--- src/rtl/wb_port_arbiter.sv ---
// wb_port_arbiter: shares the single register-file write port among the
// in-order pipeline, load responses (buffered in a small FIFO) and the
// mul/div unit. One writer is granted per cycle; the write is registered.
//
// Ports:
//   clk, rst                          clock, async active-high reset
//   pipe_valid/ready/rd/sel/alu/pc/dmem  pipeline writeback request
//   ld_valid/rd/data                  load responses (no back-pressure)
//   md_valid/ready/rd/data            mul/div result request
//   rf_hold                           suppresses all grants this cycle
//   rf_we/waddr/wdata/wsrc            registered RF write (wsrc 0 ld, 1 pipe, 2 md)
//   ldq_count                         load FIFO occupancy
//   ld_overflow                       sticky: load dropped because FIFO was full
module wb_port_arbiter #(
   parameter int unsigned XLEN      = 32,
   parameter int unsigned LDQ_DEPTH = 4
) (
   input  logic                         clk,
   input  logic                         rst,
   input  logic                         pipe_valid,
   output logic                         pipe_ready,
   input  logic [4:0]                   pipe_rd,
   input  logic [1:0]                   pipe_sel,
   input  logic [XLEN-1:0]              pipe_alu,
   input  logic [XLEN-1:0]              pipe_pc,
   input  logic [XLEN-1:0]              pipe_dmem,
   input  logic                         ld_valid,
   input  logic [4:0]                   ld_rd,
   input  logic [XLEN-1:0]              ld_data,
   input  logic                         md_valid,
   output logic                         md_ready,
   input  logic [4:0]                   md_rd,
   input  logic [XLEN-1:0]              md_data,
   input  logic                         rf_hold,
   output logic                         rf_we,
   output logic [4:0]                   rf_waddr,
   output logic [XLEN-1:0]              rf_wdata,
   output logic [1:0]                   rf_wsrc,
   output logic [$clog2(LDQ_DEPTH):0]   ldq_count,
   output logic                         ld_overflow
);

   localparam int unsigned PW = $clog2(LDQ_DEPTH);
   localparam int unsigned CW = PW + 1;

   typedef enum logic [1:0] {
      SRC_LD   = 2'd0,
      SRC_PIPE = 2'd1,
      SRC_MD   = 2'd2
   } src_e;

   src_e            rr_q, rr_d, win;
   logic            gnt_l, gnt_p, gnt_m, any_gnt;
   logic            cand_l, urgent, full, push;
   logic [PW-1:0]   wr_ptr, rd_ptr;
   logic [CW-1:0]   count_q;
   logic [4:0]      ldq_rd   [LDQ_DEPTH];
   logic [XLEN-1:0] ldq_data [LDQ_DEPTH];
   logic [4:0]      sel_rd;
   logic [XLEN-1:0] sel_data;
   logic [XLEN-1:0] pipe_data;

   assign cand_l    = (count_q != '0);
   assign full      = (count_q == CW'(LDQ_DEPTH));
   assign urgent    = (count_q >= CW'(LDQ_DEPTH - 1));
   // A full FIFO can still accept a load when the head is popped in the same cycle.
   assign push      = ld_valid && (!full || gnt_l);
   assign ldq_count = count_q;

   // Round-robin pointer register.
   always_ff @(posedge clk or posedge rst) begin
      if (rst) rr_q <= SRC_LD;
      else     rr_q <= rr_d;
   end

   // Grant selection and next round-robin pointer.
   always_comb begin
      gnt_l   = 1'b0;
      gnt_p   = 1'b0;
      gnt_m   = 1'b0;
      any_gnt = 1'b0;
      win     = SRC_LD;
      rr_d    = rr_q;
      if (!rst && !rf_hold) begin
         if (cand_l && urgent) begin
            gnt_l = 1'b1;
         end else begin
            case (rr_q)
               SRC_PIPE: begin
                  if (pipe_valid)    gnt_p = 1'b1;
                  else if (md_valid) gnt_m = 1'b1;
                  else if (cand_l)   gnt_l = 1'b1;
               end
               SRC_MD: begin
                  if (md_valid)        gnt_m = 1'b1;
                  else if (cand_l)     gnt_l = 1'b1;
                  else if (pipe_valid) gnt_p = 1'b1;
               end
               default: begin
                  if (cand_l)          gnt_l = 1'b1;
                  else if (pipe_valid) gnt_p = 1'b1;
                  else if (md_valid)   gnt_m = 1'b1;
               end
            endcase
         end
      end
      if (gnt_l) begin
         any_gnt = 1'b1;
         win     = SRC_LD;
         rr_d    = SRC_PIPE;
      end else if (gnt_p) begin
         any_gnt = 1'b1;
         win     = SRC_PIPE;
         rr_d    = SRC_MD;
      end else if (gnt_m) begin
         any_gnt = 1'b1;
         win     = SRC_MD;
         rr_d    = SRC_LD;
      end
   end

   assign pipe_ready = gnt_p;
   assign md_ready   = gnt_m;

   // Pipeline result select; sel=1 falls back to the ALU result.
   always_comb begin
      case (pipe_sel)
         2'd2:    pipe_data = pipe_pc;
         2'd3:    pipe_data = pipe_dmem;
         default: pipe_data = pipe_alu;
      endcase
   end

   // Winner payload mux.
   always_comb begin
      sel_rd   = ldq_rd[rd_ptr];
      sel_data = ldq_data[rd_ptr];
      if (gnt_p) begin
         sel_rd   = pipe_rd;
         sel_data = pipe_data;
      end else if (gnt_m) begin
         sel_rd   = md_rd;
         sel_data = md_data;
      end
   end

   // Load FIFO storage (data only, no reset needed).
   always_ff @(posedge clk) begin
      if (push) begin
         ldq_rd[wr_ptr]   <= ld_rd;
         ldq_data[wr_ptr] <= ld_data;
      end
   end

   // Load FIFO pointers, occupancy and overflow flag.
   always_ff @(posedge clk or posedge rst) begin
      if (rst) begin
         wr_ptr      <= '0;
         rd_ptr      <= '0;
         count_q     <= '0;
         ld_overflow <= 1'b0;
      end else begin
         if (push)  wr_ptr <= wr_ptr + PW'(1);
         if (gnt_l) rd_ptr <= rd_ptr + PW'(1);
         case ({push, gnt_l})
            2'b10:   count_q <= count_q + CW'(1);
            2'b01:   count_q <= count_q - CW'(1);
            default: count_q <= count_q;
         endcase
         if (ld_valid && full && !gnt_l) ld_overflow <= 1'b1;
      end
   end

   // Registered write stage; rd=0 grants update address/data/source but do not write.
   always_ff @(posedge clk or posedge rst) begin
      if (rst) begin
         rf_we    <= 1'b0;
         rf_waddr <= '0;
         rf_wdata <= '0;
         rf_wsrc  <= '0;
      end else if (any_gnt) begin
         rf_we    <= (sel_rd != 5'd0);
         rf_waddr <= sel_rd;
         rf_wdata <= sel_data;
         rf_wsrc  <= 2'(win);
      end else begin
         rf_we <= 1'b0;
      end
   end

endmodule

--- config.mk ---
export PLATFORM = sky130hd
export DESIGN_NAME = wb_port_arbiter
export DESIGN_NICKNAME = d
export VERILOG_FILES = /design/src/rtl/wb_port_arbiter.sv
export SDC_FILE = /design/constraint.sdc
export NUM_CORES = 1
export LEC_CHECK = 0
export BUFFER_PORTS_ARGS = -buffer_cell sky130_fd_sc_hd__buf_2
export CAP_MARGIN = 40
export CORE_MARGIN = 8
export CORE_UTILIZATION = 53
export CTS_BUF_LIST = sky130_fd_sc_hd__clkbuf_8 sky130_fd_sc_hd__clkbuf_16
export DETAILED_ROUTE_END_ITERATION = 6
export PLACE_DENSITY = 0.81
export SYNTH_ARGS = -nofsm -noshare
export SYNTH_HDL_FRONTEND = slang
export SYNTH_SLANG_ARGS = --single-unit
--- constraint.sdc ---
create_clock -name clk -period 3.7 [get_ports clk]
set_clock_uncertainty 0.2 [all_clocks]
set_input_delay 0.37 -clock clk [delete_from_list [all_inputs] [get_ports clk]]
set_output_delay 0.37 -clock clk [all_outputs]
set_load 0.005 [all_outputs]
# Word level (Yosys, flattened, before mapping)

Memories as Yosys holds them, arrays and structs flattened.
Cells that the tools add are included.

RAM bits: 148
Bits in registers: 50
Output and inout bits: 46
Logic and storage cells: 73
Bits of input ports: 183
Memories kept: 2

Memories:

| name     | depth | bits a word | rd ports | clocked after memory_dff | write ports | RTL line | text |
|---|---|---|---|---|---|---|---|
| ldq_data | 4     | 32          | 1        | 0                        | 1           | 58       | `logic [XLEN-1:0] ldq_data [LDQ_DEPTH];` |
| ldq_rd   | 4     | 5           | 1        | 0                        | 1           | 57       | `logic [4:0] ldq_rd [LDQ_DEPTH];` |

Add/subtract/negate cells: 4
$lt $le $gt $ge: 1
Reduce and logical (&&, ||, !) cells: 14
Multiplexer cells: 36
Equality and inequality tests: 7

Operator list:

| kind                                                | count |
|---|---|
| 2-to-1 mux 32 bit                                   | 2 |
| one-hot mux 32 bit (2 select lines)                 | 1 |
| 2-to-1 mux 1 bit                                    | 21 |
| 2-to-1 mux 2 bit                                    | 6 |
| 2-to-1 mux 5 bit                                    | 2 |
| equality test 2 bit, second input constant          | 4 |
| one-hot mux 1 bit (2 select lines)                  | 3 |
| one-hot mux 3 bit (2 select lines)                  | 1 |
| nonzero test 3 bit                                  | 2 |
| logical AND 1 bit                                   | 5 |
| nonzero test 5 bit                                  | 1 |
| adder 2 x 1 -> 2 bit, second input constant         | 2 |
| equality test 2 x 1 -> 1 bit, second input constant | 2 |
| zero test 1 bit                                     | 4 |
| adder 3 x 1 -> 3 bit, second input constant         | 1 |
| equality test 3 bit, second input constant          | 1 |
| >= comparator 3 x 2 -> 1 bit, second input constant | 1 |
| subtractor 3 x 1 -> 3 bit, second input constant    | 1 |
| nonzero test 2 bit                                  | 1 |
| logical OR 1 bit                                    | 1 |

# Longest topological paths before layout

Gate-level depths: netlist of the first run.

Word-level depth: 11
Gate-level depth with buffers: 11
Gate-level depth less buffers: 10

# Least setup slack after synthesis of the first run

Ideal clock, no wire load.

Path kind: register to register
Start: reg rf_wsrc[0] (netlist name)
End: reg count_q[1], in the netlist ldq_count[1]
Slack: 987 ps
Data required time: 3417 ps
Stages on the path, launching flop included: 12
Setup time: 83 ps
Arrival time: 2431 ps
Clock period less this slack: 2713 ps
Path buffers: 1
Cell sequence: dfrtp_1 > inv_1 > ha_1 > nand2b_1 > maj3_1 > o21ba_2 > buf_2 > nand2_1 > fa_1 > mux2i_1 > mux2i_1 > o21ai_0

RTL lines:

| item                   | RTL line | text |
|---|---|---|
| end signal: assignment | 166      | `2'b10: count_q <= count_q + CW'(1);` |
| end signal: assignment | 167      | `2'b01: count_q <= count_q - CW'(1);` |
| end signal: assignment | 168      | `default: count_q <= count_q;` |
| end: declaration       | 56       | `logic [CW-1:0] count_q;` |

# Final worst setup path of the first run

Start: reg count_q[2], in the netlist ldq_count[2]
End: out md_ready

Cells in the longest elaborated chain, start to end: 5
Elaborated cells on any way between the ends: 7
Those cells by class: 1 x order compare; 4 x mux; 2 x reduce/logical

Ends and longest elaborated chain:

| item                               | RTL line | text |
|---|---|---|
| nonzero test 3 bit                 | 63       | `assign cand_l = (count_q != '0);` |
| 2-to-1 mux 1 bit                   | 100      | `if (cand_l) gnt_l = 1'b1;` |
| one-hot mux 1 bit (2 select lines) | 88       | `case (rr_q)` |
| 2-to-1 mux 1 bit *                 | 85       | `if (cand_l && urgent) begin` |
| 2-to-1 mux 1 bit *                 | 84       | `if (!rst && !rf_hold) begin` |
| end: declaration                   | 31       | `output logic md_ready,` |

Mark *: on every way between the ends. The rest lies on a longest branch, timed or not.

==> results of run 1 <==
## synthesized netlist by cell type, drive strengths merged
library cell    n
a22oi           2
a21bo           1
buf            27
nand2b          1
fa              1
nor2b           3
a211oi          5
a2111oi         1
nor4            2
a211o           1
a31oi           1
mux4           37
nand3          32
and2            4
o221ai          3
a21oi           7
o211a           1
or4             3
clkbuf         23
edfxtp        148
a41o            1
o21ai           4
nand2          41
o211ai         65
nor2           15
or3             1
o31ai           9
dfrtp          49
inv            42
nor3            3
o21bai          2
nand4b          1
or2             1
mux2i          34
o21ba           1
ha              6
a32oi          32
xnor2           4
maj3            1
nand4           5
## worst max-delay path: cells and delay by family (launching register included)
kind            cells  cell delay [ps]
compound gates      2              980
buf+inv             2              470
flops               1              560
## cells by family (layout without fill, tap and decap cells)
family          Yosys count  after routing
compound gates          136            136
buf+inv                  92            356
flops                   197            197
fa+ha+maj                 8              8
mux                      71             71
xor+xnor                  4              4
simple gates            112            112
## how the worst max path moves through the flow
stage | start | to | slack (ps) | cells after the start
after floorplan | rf_wsrc[0] | ldq_count[1] | 990 | 11
after global placement | rf_wsrc[0] | rf_waddr[0] | 920 | 8
after detailed placement | rf_wsrc[0] | rf_wdata[18] | 830 | 8
after CTS | ldq_count[2] | md_ready | 680 | 4
after global routing | ldq_count[2] | md_ready | 530 | 4
final | ldq_count[2] | md_ready | 680 | 4
## through the flow
stage / cells / util / area [um2] / hold WS, ps
after global placement: 1032 / 0.623 / 10400 / 276
after global routing: 1104 / 0.682 / 11300 / 14.0
after CTS: 1104 / 0.682 / 11300 / 9.14
final: 1104 / 0.682 / 11300 / 26.5
after floorplan: 620 / - / 9040 / 260
after detailed placement: 1034 / 0.626 / 10400 / 279
## layout make-up
cell class                 instances  area share
clock buffer                      19      0.0399
clock inverter                    13     0.00761
inverter                          42      0.0143
multi-input combinational        331       0.259
sequential                       197       0.500
tap                              220      0.0243
timing repair buffer             282       0.154
## state kept, by name, summed over array words and instances, names as in the netlist
name	count
rd_ptr	2
ldq_data	128
ldq_rd	20
rf_waddr	5
rf_we	1
wr_ptr	2
ld_overflow	1
rr_q	1
rf_wdata	32
rf_wsrc	2
ldq_count	3
## per-layer routing
layer	vias up	wire (um)	track usage
li1	2951	-	-
met1	3228	9800	0.283
met2	361	12800	0.391
met3	65	1780	0.0590
met4	0	861	0.107
met5	-	0	0
## where the power goes
| part | internal (W) | switching (W) |
|---|---|---|
| combinational | 0.00120 | 0.00128 |
| sequential | 0.00300 | 0.000367 |
| clock | 0.000894 | 0.000794 |
| total | 0.00510 | 0.00244 |
==> metrics.md, run 1 <==
| Metric | Value |
|---|---|
| Starting Density | 0.543 |
| Final antenna-violating net count | 0 |
| Post-synth top area cell | edfxtp_1 |
| Slowest cell on crit path | a2111oi_4 |
| Gr usage total | 0.235 |
| R2R Setup Slk | ~800 ps |
| RSZ-0062 raised after global routing | false |
| Post-synthesis xor/xnor area fraction | 0.00387 |
| Vias in the first global route | between 7000 and 8000 |
| PortBufs | between 200 and 250 |
| CTS sink cnt | between 150 and 200 |
| Total CTS buffers | 17 |
| Hold_sp | md_data[30] |
| Via count | about 6600 |
| Core Rows | 47 |
| WP data required | 3130 ps |
| Clock slew at reported path FFs | around 70 ps |
| Static leakage | roughly 4.5 nW |
| Die Width | between 100 and 150 um |
| Commonest cells after routing, fill and taps aside | 228 x buf_2, 148 x edfxtp_1, 65 x o211ai_1 |
| Syn_area_per_cell | between 10 and 15 um2 |
| Slew headroom | 0.445 |
| DRC | 0 |
| Post-CTS setup buffer count | 0 |
| Fill count | around 1200 |
| Critical path class | flip-flop to primary output |
| Proportion of synthesized area in mux cells | 0.130 |
| CP endpoint kind | primary output |
| Synth Area in Simple Gates | 0.0591 |
| Area of the multi-input gates | 0.00294 mm2 |
| Power, Total | roughly 0.0075 W |
| Largest family of logic cells by synthesized area | multiplexers |
| Clock tree buffer depth | 2 |
| Post-synth top area share | 0.492 |
| Layout cells sized above 1 | 0.369 |
| N_diodes | 0 |
| Final min period | between 3000 and 4000 ps |
| Arrival @ worst endpoint | about 2500 ps |
| Post-synth cell types | 50 |
| FF-to-FF End | rf_wdata[23] |
| Register area share after synthesis | 0.627 |
| Count of cells along the worst hold path | 3 |
| Highest net fanout along the worst path | 38 |
| Final WS setup | between 600 and 700 ps |
| Fin. max-slew vios | 0 |
| Worst Hold Class | input port to flip-flop |
| Pre-antenna DRT Iters | 5 |
| IO Count | around 230 |
| Worst-path cell chain | a2111oi_4 > a21bo_2 > inv_6 > buf_2 |
| Die area | around 0.021 mm2 |
| Dominant cells by area after synthesis | edfxtp_1 49%, dfrtp_1 14%, mux4_2 9.2% |
| Post-detail-place hpwl | between 15 and 20 mm |
| Most common library cell in the layout ignoring fill and taps | buf_2 |
| Root cell of the clock tree | clkbuf_16 |
| Post-Synthesis Cells | 620 |
| Tcrit/Tclk final | 0.816 |
| YS warnings | 0 |
| R2R depth | 8 |
| Largest net degree at the start of global routing | 75 |
| Core box area | 0.0166 mm2 |
| TritonCTS clock tree | yes |
| Post-synth net total | between 800 and 900 |
| H-tree Lvls | 4 |
| Post-CTS sizing | 0 |
| Max incr delay on CP | roughly 650 ps |
| CP startpoint kind | flip-flop |
| FF+latch count, synth | roughly 200 |
| Worst skew pair latency | approximately 420 ps |
| Worst vdd ir | approximately 0.45 mV |
| Max-cap violations | 0 |
| Hold EP | rf_wdata[30] |
| Register area | about 0.0057 mm2 |
| Fmax | between 300 and 400 MHz |
| Routability-driven placement congestion ratio | a little under 0.8 |
| Compound-Gate Fraction of Synth Area | 0.118 |
| Vias/cell | between 5 and 6 |
| Hold Vio Cnt, Final | 0 |
| Mapped cell area | ~0.0090 mm2 |
| Die height | 147 um |
| Least-Margin Pin Slew | about 830 ps |
| Post-synthesis adder-cell area fraction | 0.0116 |
| Status | finished clean |
| Global route total overflow | 0 |
| Routed wire length | between 20 and 30 mm |
| First-pass GRT wire length | 39.3 mm |
| Final setup vio count | 0 |
| Starting DRT DRC Count | around 630 |
| Worst r2r src | rf_wsrc[0] |
| Final TNS setup | 0 ps |
| Nets@finish | about 1100 |
| Initial antenna violation count | 0 |
| Area Growth Syn to Fin | 25.4% |
| Pwr Density | about 660 mW/mm2 |
| DP Worst Slack | between 800 and 900 ps |
| Hold_buf cts | 38 |
| WL/cell | approximately 23 um |
No activity file was read; power rests on OpenSTA's default activity.
==> run 2, diff against run 1 <==
CORE_UTILIZATION = 48   (was 53)
PLACE_DENSITY = 0.77   (was 0.81)
clock period = 2.6 ns   (was 3.7 ns; I/O delays follow)
==> run 2 against run 1 <==
Against the previous run: sequential share of layout area is 2.9 points lower; global-route usage is 2.1 points lower; non-clock buffer count increased by 65; critical path type unchanged; hold slack got worse by 24 ps; largest cell class unchanged.
==> metrics.md, run 2 (synthesis gave the netlist of run 1 again) <==
| Metric | Value |
|---|---|
| Status | finished clean |
| Routed wire length | 25.1 mm (-0.58%) |
| Via count | 6723 (+1.8%) |
| Highest net fanout along the worst path | 6 (-84%) |
| Commonest cells after routing, fill and taps aside | 228 x buf_2, 148 x edfxtp_1, 78 x dlygate4sd3_1 |
| Die area | 0.0235 mm2 (+9.3%) |
| Root cell of the clock tree | clkbuf_16 |
| Vias in the first global route | 7282 (+1.4%) |
| Least-Margin Pin Slew | 674 ps (-159 ps) |
| Final TNS setup | 0 ps (unchanged) |
| Register share of total power | 0.421 (-0.026) |
| Switching share of total power | 0.315 (-0.00861) |
| Final WS setup | 111 ps (-568 ps) |
| Clock tree buffer depth | 2 (unchanged) |
| Clk pwr share | 0.233 (+0.009) |
| Tcrit/Tclk final | 0.957 |
| Starting DRT DRC Count | 486 (-23%) |
| Psw | 0.00349 W (+43%) |
| WP data required | 2140 ps (-990 ps) |
| Gr usage total | 0.213 (-0.0214) |
| Area of the multi-input gates | 0.00297 mm2 (+1.1%) |
| Initial antenna violation count | 0 (unchanged) |
| Total CTS buffers | 17 (unchanged) |
| Fill count | 1341 (+16%) |
| Combinational share of power | 0.345 (+0.016) |
| Post-detail-place hpwl | 17.3 mm (-0.12%) |
| Critical path class | flip-flop to primary output |
| Clock slew at reported path FFs | 80 ps (about the same) |
| Worst r2r src | rf_wsrc[0] |
| DP Worst Slack | 86.6 ps (-747 ps) |
| IO Count | 229 (unchanged) |
| Slew headroom | 0.550 (+0.105) |
| Most common library cell in the layout ignoring fill and taps | buf_2 |
| Routability-driven placement congestion ratio | 0.780 (-1.1%) |
| Static leakage | 4.83 nW (+7.5%) |
| Die height | 153 um (+4.5%) |
| CTS sink cnt | 197 (unchanged) |
| PortBufs | 228 (unchanged) |
| Register area | 0.00567 mm2 (unchanged) |
| Core Rows | 50 (+6.4%) |
| Fin. max-slew vios | 0 (unchanged) |
| Largest net degree at the start of global routing | 75 (unchanged) |
| Crit. Startpoint | rf_wsrc[0] |
| Largest register by flop count | ldq_data |
| H-tree Lvls | 4 (unchanged) |
| Internal power | 0.00759 W (+49%) |
| Nets@finish | 1127 (+6.2%) |
| Core box area | 0.0186 mm2 (+12%) |
| Worst Hold Class | input port to flip-flop |
| RSZ-0062 raised after global routing | false |
| Layout cells sized above 1 | 0.376 (+0.00701) |
| Fmax | between 400 and 500 MHz |
| DRC | 0 (unchanged) |
| Global route total overflow | 0 (unchanged) |
| Arrival @ worst endpoint | 2030 ps (-420 ps) |
| Area Growth Syn to Fin | 33.3% |
| N_diodes | 0 (unchanged) |
| Worst vdd ir | 0.543 mV (+22%) |
| Pwr Density | 919 mW/mm2 (+38%) |
| Final setup vio count | 0 (unchanged) |
| Die Width | 153 um (+4.5%) |
| CP startpoint kind | flip-flop |
| Regs by FF count | ldq_data (128), rf_wdata (32), ldq_rd (20) |
| TritonCTS clock tree | yes |
| Vias/cell | 5.68 (-5.1%) |
| Pre-antenna DRT Iters | 5 (unchanged) |
| Hold_sp | pipe_alu[24] |
| Max reg flops | 128 (unchanged) |
| Max-cap violations | 0 (unchanged) |
| Starting Density | 0.487 (-0.0567) |
| CP endpoint kind | primary output |
| Final min period | between 2000 and 2500 ps |
| First-pass GRT wire length | 38.9 mm (-1.0%) |
| Final antenna-violating net count | 0 (unchanged) |
| Hold Vio Cnt, Final | 0 (unchanged) |
| WL/cell | 21.2 um (-7.3%) |
| Worst skew pair latency | 440 ps (+20 ps) |
==> run 2: changes by cell type in the layout (fill, tap and decap cells not counted), sizes merged <==
cell         change
clkbuf           -2
bufinv           +2
clkinv           +1
buf             +25
dlygate4sd3     +40
inv              +3
clkinvlp         -3
==> run 2: area by class of cell <==
type,instances,area share
inverter,42,0.0139
multi-input combinational,331,0.247
timing repair buffer,347,0.195
clock buffer,17,0.0353
tap,234,0.0243
clock inverter,15,0.0129
sequential,197,0.471
timing repair inverter,1,0.000519
==> run 2: worst max-delay path, stage by stage, from the launching register on <==
cell      delay, ps
dfrtp_1         390
inv_1            90
ha_4            260
nand2b_1        160
o21bai_2        250
a21bo_4         280
inv_8            70
buf_2           110
==> run 2: layer usage <==
layer,share of wire,wire [um],track usage,vias to the layer above
met5,0,0,0,-
met2,0.52,13000,0.374,273
met1,0.40,10100,0.250,3308
met3,0.052,1310,0.0468,59
li1,-,-,-,3083
met4,0.028,699,0.0867,0
==> run 2: path summary, 6_finish.rpt <==
kind                                 to  cells past startpoint  slack (ps)
setup / recovery               md_ready                      7         110
hold / removal             rf_wdata[24]                      3           2
setup reg to reg           ldq_count[1]                     10         140
hold reg to reg             ld_overflow                      1         280
max in group asynchronous    rf_wsrc[1]                      4        1170
min in group asynchronous   rf_waddr[1]                      3         320
==> run 2: power by group through the flow <==
stage	sequential (W)	clock, W	combinational [W]
after global placement	0.00468	0	0.00364
after CTS	0.00467	0.00263	0.00385
after floorplan	0.00465	0	0.00236
final	0.00467	0.00258	0.00382
after detailed placement	0.00472	0	0.00373
after global routing	0.00474	0.00275	0.00414
==> run 2: what timing repair did <==
| action | in CTS | in global routing |
|---|---|---|
| endpoints found under the setup margin | 1 | 6 |
| pin swaps | 0 | 1 |
| hold endpoints to repair | 215 | 0 |
| setup buffers | 3 | 1 |
| hold buffers | 78 | 0 |
| gates resized for setup | 3 | 4 |
| cloned | 1 | 0 |
==> run 2: through the flow <==
stage	std cells	util	cell area, um2	hold WS, ps	total power, W
after floorplan	620	-	9050	159	0.00701
final	1184	0.648	12000	2.45	0.0111
after global routing	1184	0.648	12000	10.5	0.0116
after detailed placement	1069	0.572	10600	240	0.00845
after global placement	1069	0.572	10600	232	0.00833
after CTS	1183	0.648	12000	0.493	0.0112
==> run 3, diff against run 2 <==
CORE_UTILIZATION = 53   (was 48)
PLACE_DENSITY = 0.81   (was 0.77)
clock period = 2.4 ns   (was 2.6 ns; I/O delays follow)
==> run 3 against run 2 <==
Against the previous run: the flow now finishes with violations (negative setup slack); setup slack lost 330 ps; critical path depth increased by 5; sequential power grew 9.0%; hold slack improved by 11 ps; die area is 8.5% lower; global-route usage up 4.7 points; flip-flop and latch count stayed put; largest cell class unchanged.
==> metrics.md, run 3 (synthesis gave the netlist of run 1 again) <==
| Metric | Value |
|---|---|
| Die area | 0.0215 mm2 (-8.5%) |
| Count of cells along the worst hold path | 3 (unchanged) |
| Starting DRT DRC Count | 743 (+53%) |
| Final min period | roughly 2600 ps |
| Routed wire length | 30.6 mm (+22%) |
| R2R Setup Slk | -220 ps (-360 ps) |
| Status | complete, but fails checks |
| Slowest cell on crit path | dfrtp_1 |
| Hold Vio Cnt, Final | 0 (unchanged) |
| DRC | 0 (unchanged) |
| Max incr delay on CP | 420 ps (+30 ps) |
| Area of the multi-input gates | 0.00305 mm2 (+2.6%) |
| Layout cells sized above 1 | 0.400 (+0.0244) |
| Placed instance count | 1065 (-0.37%) |
| FF-to-FF End | rf_wdata[24] |
| Pwr Density | 1020 mW/mm2 (+11%) |
| Critical path class | flip-flop to flip-flop |
| Nets@finish | 1169 (+3.7%) |
| Slew headroom | 0.745 (+0.195) |
| Fin util | 0.768 (+0.120) |
| Final TNS setup | -4150 ps (-4150 ps) |
| IO Count | 229 (unchanged) |
| WP data required | 2480 ps (+340 ps) |
| Highest net fanout along the worst path | 8 (+2) |
| Commonest cells after routing, fill and taps aside | 227 x buf_2, 148 x edfxtp_1, 93 x dlygate4sd3_1 |
| Gr usage total | 0.261 (+0.0473) |
| CP startpoint kind | flip-flop |
| Largest net degree at the start of global routing | 65 (-13%) |
| CP Buf/Inv Count | 7 (+4) |
| Regs by FF count | ldq_data (128), rf_wdata (32), ldq_rd (20) |
| Least-Margin Pin Slew | 382 ps (-293 ps) |
| Worst r2r src | rf_wsrc[0] |
| Area Growth Syn to Fin | 41.4% |
| TritonCTS clock tree | yes |
| Area post-placement | 0.0108 mm2 (+1.2%) |
| Crit-path most repeated cell | buf_6 |
| R2R depth | 12 (+2) |
| Fmax | roughly 380 MHz |
| Arrival @ worst endpoint | 2710 ps (+680 ps) |
| Max-cap violations | 0 (unchanged) |
| Worst vdd ir | 0.681 mV (+26%) |
| RSZ-0062 raised after global routing | true |
| Max reg flops | 128 (unchanged) |
| Final WS setup | -223 ps (-334 ps) |
| Initial antenna violation count | 2 (+2) |
| Hold_sp | pipe_alu[8] |
| Total CTS buffers | 17 (unchanged) |
| PortBufs | 228 (unchanged) |
| CP endpoint kind | flip-flop |
| Die Width | 147 um (-4.3%) |
| Pre-antenna DRT Iters | 5 (unchanged) |
| Final Non-Filler Cells | 1214 (+2.5%) |
| Hold EP | rf_wdata[8] |
| Most common library cell in the layout ignoring fill and taps | buf_2 |
| Final hold slack | 13.4 ps (+10.9 ps) |
| Largest register by flop count | ldq_data |
| Tcrit/Tclk final | 1.09 |
| Worst skew pair latency | 430 ps (about the same) |
| Global route total overflow | 0 (unchanged) |
| Vias/cell | 6.19 (+9.0%) |
| Register area | 0.00567 mm2 (unchanged) |
| Clock slew at reported path FFs | 70 ps (about the same) |
| Final antenna-violating net count | 0 (unchanged) |
| Worst Hold Class | input port to flip-flop |
| Die height | 147 um (-4.3%) |
| Static leakage | 5.13 nW (+6.4%) |
| Via count | 7513 (+12%) |
| Starting Density | 0.543 (+0.0567) |
| Fin. max-slew vios | 0 (unchanged) |
| CTS sink cnt | 197 (unchanged) |
| WL/cell | 25.2 um (+19%) |
| Post-detail-place hpwl | 17.9 mm (+3.6%) |
| Root cell of the clock tree | clkbuf_16 |
| Clock tree buffer depth | 2 (unchanged) |
| Design Area, Final | 0.0128 mm2 (+6.1%) |
| Core Rows | 47 (-6.0%) |
| Core box area | 0.0166 mm2 (-10%) |
| Final setup vio count | 40 (+40) |
| First-pass GRT wire length | 43.5 mm (+12%) |
| Vias in the first global route | 7910 (+8.6%) |
| H-tree Lvls | 4 (unchanged) |
| Top Family by Delay on Critical Path | buffers and inverters |
| Failing checks | negative setup slack |
| Worst-path cell chain | inv_2 > ha_4 > buf_4 > o211a_4 > o21ai_4 > inv_4 > buf_6 > nor3_4 > buf_6 > buf_4 > buf_6 > a32oi_1 |
| Routability-driven placement congestion ratio | 0.788 (+1.1%) |
| Crit. Startpoint | rf_wsrc[0] |
| Fill count | 925 (-31%) |
==> run 3: cell types whose count changed in the layout (fill, tap and decap cells not counted), sizes merged <==
| cell | change |
|---|---|
| dlygate4sd3 | +15 |
| inv | -3 |
| diode | +2 |
| clkinvlp | +3 |
| clkbuf | +4 |
| buf | +24 |
| bufinv | +2 |
| clkinv | -3 |
==> run 3: worst max path at each step <==
stage                     cells after the start            to  slack [ps]
after floorplan                              11  ldq_count[1]        -110
after global placement                       10  ldq_count[1]          20
after detailed placement                     10  ldq_count[1]         -40
after CTS                                    10  ldq_count[1]         -30
after global routing                         12  rf_wdata[24]        -270
final                                        12  rf_wdata[24]        -220
==> run 3: what timing repair did <==
item                                   in CTS  in global routing
setup endpoints to repair                  37                 42
hold buffers                               93                  0
endpoints found under the hold margin     223                  0
buffers inserted                            9                  5
resized for setup                          18                 30
gates cloned                                1                  8
pin swaps                                   7                  3
==> run 3: routing by layer <==
layer  GRT usage  part of all wire  wire length [um]
met1       0.305              0.35             10700
met2       0.449              0.51             15600
met3      0.0575              0.11              3240
met4       0.123             0.036              1110
met5           0                 0                 0
==> run 3: where the power goes <==
group / internal [W] / total (W) / leakage (nW) / switching, W
Combinational: 0.00241 / 0.00488 / 2.92 / 0.00246
Sequential: 0.00463 / 0.00509 / 1.91 / 0.000465
Clock: 0.00176 / 0.00304 / 0.302 / 0.00128
Total: 0.00880 / 0.0130 / 5.13 / 0.00421
==> run 3: tightest hold or removal path, delay by kind of cell <==
kind,cells,cell delay [ps]
AO/OA/AOI/OAI,2,250
buffers and inverters,1,100
==> run 3: area by class of cell <==
type | instances | share of cell area
diodes | 2 | 0.000392
multi-input cells | 331 | 0.239
repair buffers | 390 | 0.233
inverters | 42 | 0.0131
flip-flops and latches | 197 | 0.444
clock inverters | 15 | 0.0159
clock buffers | 17 | 0.0333
well taps | 220 | 0.0215
==> run 3: through the flow <==
stage          setup WS, ps  power [W]
2_1_floorplan          -109    0.00761
3_3_place_gp           19.9    0.00915
3_5_place_dp          -42.7    0.00934
4_1_cts               -34.5     0.0126
5_1_grt                -270     0.0135
6_report               -223     0.0130
